## config.mk

```make
export PLATFORM = sky130hd
export DESIGN_NAME = fetch_sequencer
export DESIGN_NICKNAME = d
export VERILOG_FILES = /design/src/rtl/fetch_pkg.sv /design/src/rtl/pc_next_calc.sv /design/src/rtl/fetch_sequencer.sv
export SDC_FILE = /design/constraint.sdc
export NUM_CORES = 1
export LEC_CHECK = 0
export ABC_AREA = 1
export CAP_MARGIN = 20
export CORE_AREA = 2 2 94 96
export DETAILED_ROUTE_END_ITERATION = 8
export DIE_AREA = 0 0 96 98
export GPL_TIMING_DRIVEN = 0
export HOLD_SLACK_MARGIN = 0.02
export PLACE_DENSITY = 0.6
export SYNTH_ARGS = -nofsm -noshare
export SYNTH_HDL_FRONTEND = slang
export SYNTH_SLANG_ARGS = --single-unit
```

## constraint.sdc

```tcl
create_clock -name clk -period 4.2 [get_ports clk]
set_clock_uncertainty 0.05 [all_clocks]
set_input_delay 0.63 -clock clk [delete_from_list [all_inputs] [get_ports clk]]
set_output_delay 0.63 -clock clk [all_outputs]
set_load 0.02 [all_outputs]
```

## src/rtl/fetch_pkg.sv

```systemverilog
// Shared types and defaults for the fetch sequencer and its next-PC logic.
package fetch_pkg;

  typedef enum logic [1:0] {
    IDLE   = 2'd0,
    ARMED  = 2'd1,
    RUN    = 2'd2,
    HALTED = 2'd3
  } fetch_state_t;

  localparam int BR_OFF_W         = 8;
  localparam int START_PC_DEFAULT = 0;

endpackage

```

## src/rtl/pc_next_calc.sv

```systemverilog
// Next-PC selection for the RUN state: halt hold, branch redirect or sequential step.
module pc_next_calc
  import fetch_pkg::*;
#(
  parameter int PC_WIDTH = 10
) (
  input  logic [PC_WIDTH-1:0] pc,
  input  logic                halt,
  input  logic                branch_taken,
  input  logic [BR_OFF_W-1:0] branch_offset,
  output logic [PC_WIDTH-1:0] pc_next,
  output logic                seq_wrap
);

  logic [PC_WIDTH:0]   seq_sum;
  logic [PC_WIDTH-1:0] off_ext;
  logic [PC_WIDTH-1:0] br_target;

  assign seq_sum   = {1'b0, pc} + {{PC_WIDTH{1'b0}}, 1'b1};
  // Sign-extend (or truncate) the offset; the target is taken modulo 2^PC_WIDTH.
  assign off_ext   = PC_WIDTH'($signed(branch_offset));
  assign br_target = pc + PC_WIDTH'(1) + off_ext;

  always_comb begin
    pc_next  = seq_sum[PC_WIDTH-1:0];
    seq_wrap = 1'b0;
    if (halt) begin
      pc_next = pc;
    end else if (branch_taken) begin
      pc_next = br_target;
    end else if (seq_sum[PC_WIDTH]) begin
      seq_wrap = 1'b1;
      pc_next  = pc;
    end
  end

endmodule

```

## src/rtl/fetch_sequencer.sv

```systemverilog
// Run controller and PC register for the 9-bit core: start/done handshake,
// PC sequencing and the run_en commit qualifier.
//
// state  | meaning
// IDLE   | after reset, waiting for start
// ARMED  | start seen, waiting for start to drop; pc at START_PC
// RUN    | executing, one instruction per cycle, run_en high
// HALTED | program done (halt or pc wrap), pc frozen, done high
module fetch_sequencer
  import fetch_pkg::*;
#(
  parameter int PC_WIDTH  = 10,
  parameter int START_PC  = START_PC_DEFAULT,
  parameter int CNT_WIDTH = 16
) (
  input  logic                 clk,
  input  logic                 reset,
  input  logic                 start,
  input  logic                 halt,
  input  logic                 branch_taken,
  input  logic [BR_OFF_W-1:0]  branch_offset,
  output logic [PC_WIDTH-1:0]  pc,
  output logic                 run_en,
  output logic                 done,
  output logic                 pc_wrap,
  output logic [CNT_WIDTH-1:0] cycle_count
);

  localparam logic [PC_WIDTH-1:0] PC_START = PC_WIDTH'(START_PC);

  fetch_state_t         state, state_next;
  logic [PC_WIDTH-1:0]  pc_next, pc_d;
  logic                 seq_wrap;
  logic                 done_d, wrap_d;
  logic [CNT_WIDTH-1:0] cnt_d;

  pc_next_calc #(
    .PC_WIDTH (PC_WIDTH)
  ) u_pc_next_calc (
    .pc            (pc),
    .halt          (halt),
    .branch_taken  (branch_taken),
    .branch_offset (branch_offset),
    .pc_next       (pc_next),
    .seq_wrap      (seq_wrap)
  );

  always_ff @(posedge clk or negedge reset) begin
    if (!reset) begin
      state       <= IDLE;
      pc          <= PC_START;
      done        <= 1'b0;
      pc_wrap     <= 1'b0;
      cycle_count <= '0;
    end else begin
      state       <= state_next;
      pc          <= pc_d;
      done        <= done_d;
      pc_wrap     <= wrap_d;
      cycle_count <= cnt_d;
    end
  end

  always_comb begin
    state_next = state;
    pc_d       = pc;
    done_d     = done;
    wrap_d     = pc_wrap;
    cnt_d      = cycle_count;
    case (state)
      IDLE: begin
        if (start) begin
          state_next = ARMED;
          pc_d       = PC_START;
          cnt_d      = '0;
        end
      end
      ARMED: begin
        if (!start) state_next = RUN;
      end
      RUN: begin
        pc_d = pc_next;
        if (cycle_count != '1) cnt_d = cycle_count + CNT_WIDTH'(1);
        if (halt || seq_wrap) begin
          state_next = HALTED;
          done_d     = 1'b1;
        end
        if (seq_wrap) wrap_d = 1'b1;
      end
      HALTED: begin
        if (start) begin
          state_next = ARMED;
          done_d     = 1'b0;
          wrap_d     = 1'b0;
          cnt_d      = '0;
          pc_d       = PC_START;
        end
      end
      default: state_next = IDLE;
    endcase
  end

  // Decoded from the state register only, so no input-to-output path.
  assign run_en = (state == RUN);

endmodule
```

After elaboration in Yosys (flattened, before gate mapping)
Index checks and enable logic that the tools add are counted.
- register bits: 30
- bits in latches: 0
- memory bits (writable): 0
- bits in read-only memories: 0
- input port bits: 13
- output and inout port bits: 29
- logic and storage cells: 51
- memories kept: 0
- $add $sub $neg: 4
- $mul: 0
- divide/modulo/power cells: 0
- $lt $le $gt $ge: 0
- equality and inequality tests: 12
- shifts and indexed selects: 0
- mux-type cells: 20
- bitwise logic cells: 0
- reductions and logical operators: 10
- operator list (kind ; count):
    $mux 10 ; 4
    $mux 16 ; 2
    $pmux 16 s2 ; 1
    $pmux 10 s2 ; 1
    $add 16x1->16 const B ; 1
    $ne 16x16->1 const B ; 1
    $reduce_and 3->1 ; 4
    $add 10x1->11 const B ; 1
    $add 10x1->10 const B ; 1
    $add 10x10->10 ; 1
    $ne 2x1->1 const B ; 4
    $mux 1 ; 6
    $mux 2 ; 3
    $ne 2x2->1 const B ; 3
    $pmux 2 s3 ; 1
    $eq 2x2->1 const B ; 2
    $pmux 1 s2 ; 2
    $reduce_and 4->1 ; 1
    $reduce_bool 2->1 ; 2
    $ne 3x3->1 const B ; 1
    $eq 2x1->1 const B ; 1
    $logic_not 2->1 ; 1
    $reduce_or 2->1 ; 1
    $logic_or 1x1->1 ; 1

Depth between registers and ports, before layout
Gate-level depths: netlist of run 1.
- word-level depth: 7
- depth in mapped cells: 12
- gate-level depth less buffers: 12

By module
From an unflattened synthesis of run 1, not the netlist that was laid out.
- cells, all modules: 423
- area total of the unflattened synthesis: 2717.6 um2
- modules (own cells, without submodules) (module ; times used ; cells each ; area an instance (um2) ; seq. area each (um2)):
    fetch_sequencer ; 1 ; 221 ; 1726.7 ; 750.7
    pc_next_calc ; 1 ; 202 ; 991.0 ; 0.0

Worst setup path before layout of run 1
Ideal clock, no wire load.
- path type: input port to flip-flop
- start: in branch_offset[0]
- end: reg pc[2]
- setup time: 0.126 ns
- arrival time: 1.798 ns
- required time: 4.024 ns
- setup slack: 2.225 ns
- cell stages on the path: 9
- path buffers: 0
- cells stage by stage: inv_1 -> ha_1 -> inv_1 -> fa_1 -> or2_2 -> a21oi_1 -> nor3_1 -> nand2_1 -> o21ai_0
- longest elaborated chain between the ends: 4
- ends and longest elaborated chain (element ; line ; source):
    start, declared ; fetch_sequencer.sv:21 ; input logic [BR_OFF_W-1:0] branch_offset,
    $add 10x10->10 ; pc_next_calc.sv:22 ; assign br_target = pc + PC_WIDTH'(1) + off_ext;
    $mux 10 ; pc_next_calc.sv:29 ; end else if (branch_taken) begin
    $mux 10 ; pc_next_calc.sv:27 ; if (halt) begin
    $pmux 10 s2 ; fetch_sequencer.sv:70 ; case (state)
    end signal, assigned ; fetch_sequencer.sv:57 ; pc <= pc_d;
    end, declared ; fetch_sequencer.sv:22 ; output logic [PC_WIDTH-1:0] pc,
No other way between the ends. The select of a mux whose other input is x is not followed.
A chain may end at the register's enable or synchronous reset.

Worst setup path in the final report of run 1
- start: reg state[0]
- end: out run_en
- longest elaborated chain between the ends: 1
- ends and longest elaborated chain (element ; line ; source):
    start, declared ; fetch_sequencer.sv:31 ; fetch_state_t state, state_next;
    start signal, assigned ; fetch_sequencer.sv:56 ; state <= state_next;
    $eq 2x2->1 ; fetch_sequencer.sv:104 ; assign run_en = (state == RUN);
    end, declared ; fetch_sequencer.sv:23 ; output logic run_en,
No other way between the ends.

==> results of run 1 <==
## worst max-delay path: stages (launching register included)
cell	delay [ns]
dfrtp_1	0.42
inv_1	0.08
ha_1	0.28
clkdlybuf4s50_1	0.65
## final cells by class
class                           count  area (µm²)
Sequential cell                    30         751
Timing Repair Buffer               41         405
Fill cell                         910        5400
Clock buffer                        7        76.3
Tap cell                          108         135
Inverter                           41         154
Multi-Input combinational cell    298        1490
Buffer                              7        53.8
## through the flow
step | hold WS (ns) | instances | utilization (%)
2_1_floorplan | 0.284 | 376 | -
3_3_place_gp | 0.408 | 525 | 35.4
3_5_place_dp | 0.410 | 525 | 35.4
4_1_cts | 0.376 | 532 | 36.3
5_1_grt | 0.398 | 532 | 36.3
6_report | 0.345 | 532 | 36.3
## per-layer routing
| layer | global-route usage [%] | up-vias | wire length [µm] |
|---|---|---|---|
| met4 | 3.85 | 0 | 25 |
| met2 | 20.2 | 44 | 2730 |
| met5 | 0 | - | 0 |
| met3 | 2.62 | 6 | 239 |
| li1 | - | 1288 | - |
| met1 | 19.9 | 1098 | 3100 |
## power by group through the flow
stage / registers [mW] / logic (mW) / clock network [mW]
5_1_grt: 0.472 / 1.18 / 0.242
2_1_floorplan: 0.503 / 0.683 / 0
4_1_cts: 0.460 / 1.06 / 0.225
3_5_place_dp: 0.464 / 1.05 / 0
6_report: 0.458 / 1.05 / 0.222
3_3_place_gp: 0.464 / 1.04 / 0
## worst max path at each step
stage | end | slack (ns) | cells after the start
6_report | run_en | 1.80 | 3
4_1_cts | run_en | 1.81 | 3
5_1_grt | run_en | 1.71 | 3
3_3_place_gp | pc[4] | 1.68 | 13
2_1_floorplan | pc[2] | 2.23 | 9
3_5_place_dp | pc[2] | 1.67 | 10
## cells by family after synthesis
logic type	share of synthesized area, %
adder cells (fa/ha/maj)	7.96
buffers and inverters	8.47
AO/OA/AOI/OAI	7.30
AND/OR/NAND/NOR	40.7
flip-flops	30.6
XOR/XNOR	5.00
## sequential cells by signal (all words and copies together), names as in the netlist
register and cells:
done 1, pc 10, pc_wrap 1, cycle_count 16, state 2
## cell usage in the layout, fill, tap and decap left out
master,n
a21oi_1,10
a21oi_2,1
a31o_2,1
buf_1,1
buf_2,2
buf_6,2
buf_8,1
clkbuf_1,4
clkbuf_8,5
clkdlybuf4s50_1,40
clkinv_1,2
dfrtp_1,30
fa_1,1
ha_1,14
inv_1,37
inv_2,2
nand2_1,134
nand2_2,1
nand3_1,34
nand3_2,1
nand3b_1,3
nand4_1,6
nor2_1,42
nor2_2,2
nor3_1,7
nor3_2,1
nor3b_1,1
nor4_1,1
o21ai_0,15
o21ai_1,3
o21bai_1,2
o22ai_1,1
or2_2,3
xnor2_1,1
xor2_1,13
==> results.cfg, run 1 <==
[cts]
cts_tree = done
clock_sinks = 30
clk_latency_ns = 0.28
post_cts_resize_count = 0
cts_max_level = 2
path_clk_slew_ns = 0.07
clockBufferDepth = 2
cts_buffers = 5
hold_buffers = 0
cts_root_buf = clkbuf_8
post_cts_buffers = 0

[worst_setup_path]
r2r-end = pc[9]
criticalPathCategory = reg2out
r2r_slack_ns = 2.06
crit_start = state[0]
worstRegToRegCells = 9
path_max_fanout = 6
worst_setup_path_end_kind = primary output
crit-reg2reg-launch = state[0]
required_ns = 3.52
startpoint_type = flip-flop
cp_data_arrival_time_ns = 1.72

[grt]
grt_overflow = 0
antenna_found_initial = 0
grt_pass1_wl_um = 10300
first_global_vias = 2209
global_route.usage.total_pct = 13.6
grt_max_degree = 31

[placement]
dpl.hpwl_um = 4690
place_area_um2 = 2990
place_congestion = 0.891
preCtsSetupSlack_ns = 1.67
port_buffers = 41

[yosys]
yosysSeqAreaShare_pct = 30.6
synth_area_leaders = dfrtp_1 31%, nand2_1 21%, ha_1 7.1%
yosysMostFrequentCell = nand2_1
synthCells = 376
synth_top_cells_by_count = 134 x nand2_1, 42 x nor2_1, 37 x inv_1
yosys.area.top_type = dfrtp_1
async_reset_ff_share_pct = 100
synth_top_area_share_pct = 30.6
synth_top_flop_cell = dfrtp_1
synth_edf_count = 0
syn-cell-area_um2 = 2450
synth-seq-cells = 30
synth_nets = 404
yosys_warnings = 0
yosys.cell_types.count = 33
synth_area_per_cell_um2 = 6.52

[power]
p_switching_uw = 848
seqPwrFrac_pct = 26.5
peakVddDrop_v = 0.000186
clkPwrFrac_pct = 12.8
power_frac_comb_pct = 60.6
leakagePower_nw = 1.44
power_density_nw_per_um2 = 563
internal_power_uw = 879
p_total_mw = 1.73
switching_share_pct = 49.1

[floorplanning]
start_util_pct = 29.0
die_x_um = 96
die_y_um = 98
num_rows = 34
core-area_um2 = 8470
die_area_um2 = 9410
ioPinCount = 42

[cells_and_area]
drive_gt1_share_pct = 5.19
design_area_um2 = 3070
antenna_cells = 0
areaGrowthSynthToFinish_pct = 25.2
nNetsFinal = 452

[route]
vias_per_cell = 4.58
detail-route-antenna-nets = 0
route.detailed.drc = 0
drt-total-wl_um = 6090
dr.pass1.iters = 4
routedWlPerCell_um = 11.5
vias = 2436
drtIter0Drc = 129

[timing]
fin_crit_sh_pct = 57.2
layout_setup_ws_ns = 1.80
rsz0062_at_grt = no
timing.fmax_mhz = 416
setup_tns_ns = 0
setup_viol = 0
hold_viol_final = 0
relSlewSlack_pct = 53.4
slew_violations = 0
period_needed_ns = 2.40
tightest_slew_ns = 0.699

[flow_run]
maxCapViolCount = 0

[outcome]
status = completed

[hold_path]
hp-class = in2async
Note: power is estimated with default switching activity, not from simulation.
==> run 2: changes to the inputs <==
==> constraint.sdc (replaced) <==
create_clock -name clk -period 2.48 [get_ports clk]
set_clock_uncertainty 0.05 [all_clocks]
set_input_delay 0.372 -clock clk [delete_from_list [all_inputs] [get_ports clk]]
set_output_delay 0.372 -clock clk [all_outputs]
set_load 0.02 [all_outputs]
==> results of run 2 <==
The final DEF is identical to that of run 1. Status: completed.
Among the figures that moved: setup slack after placement 1.67 ns -> 0.205 ns; setup slack after layout 1.80 ns -> 0.335 ns; hold slack 0.345 ns -> 0.0871 ns; register-to-register setup slack 2.06 ns -> 0.34 ns; total power 1.73 mW -> 2.93 mW; worst IR drop on VDD 0.000186 V -> 0.000315 V
==> run 3: changes to the inputs <==
--- a/config.mk
+++ b/config.mk
@@ -13,6 +13,7 @@
 export GPL_TIMING_DRIVEN = 0
 export HOLD_SLACK_MARGIN = 0.02
 export PLACE_DENSITY = 0.6
+export SETUP_SLACK_MARGIN = 0.05
 export SYNTH_ARGS = -nofsm -noshare
 export SYNTH_HDL_FRONTEND = slang
 export SYNTH_SLANG_ARGS = --single-unit
==> results of run 3 <==
The final DEF is identical to that of run 1. Status: completed.
Among the figures that moved: setup slack after placement 1.67 ns -> 0.205 ns; setup slack after layout 1.80 ns -> 0.335 ns; hold slack 0.345 ns -> 0.0871 ns; register-to-register setup slack 2.06 ns -> 0.34 ns; total power 1.73 mW -> 2.93 mW; worst IR drop on VDD 0.000186 V -> 0.000315 V
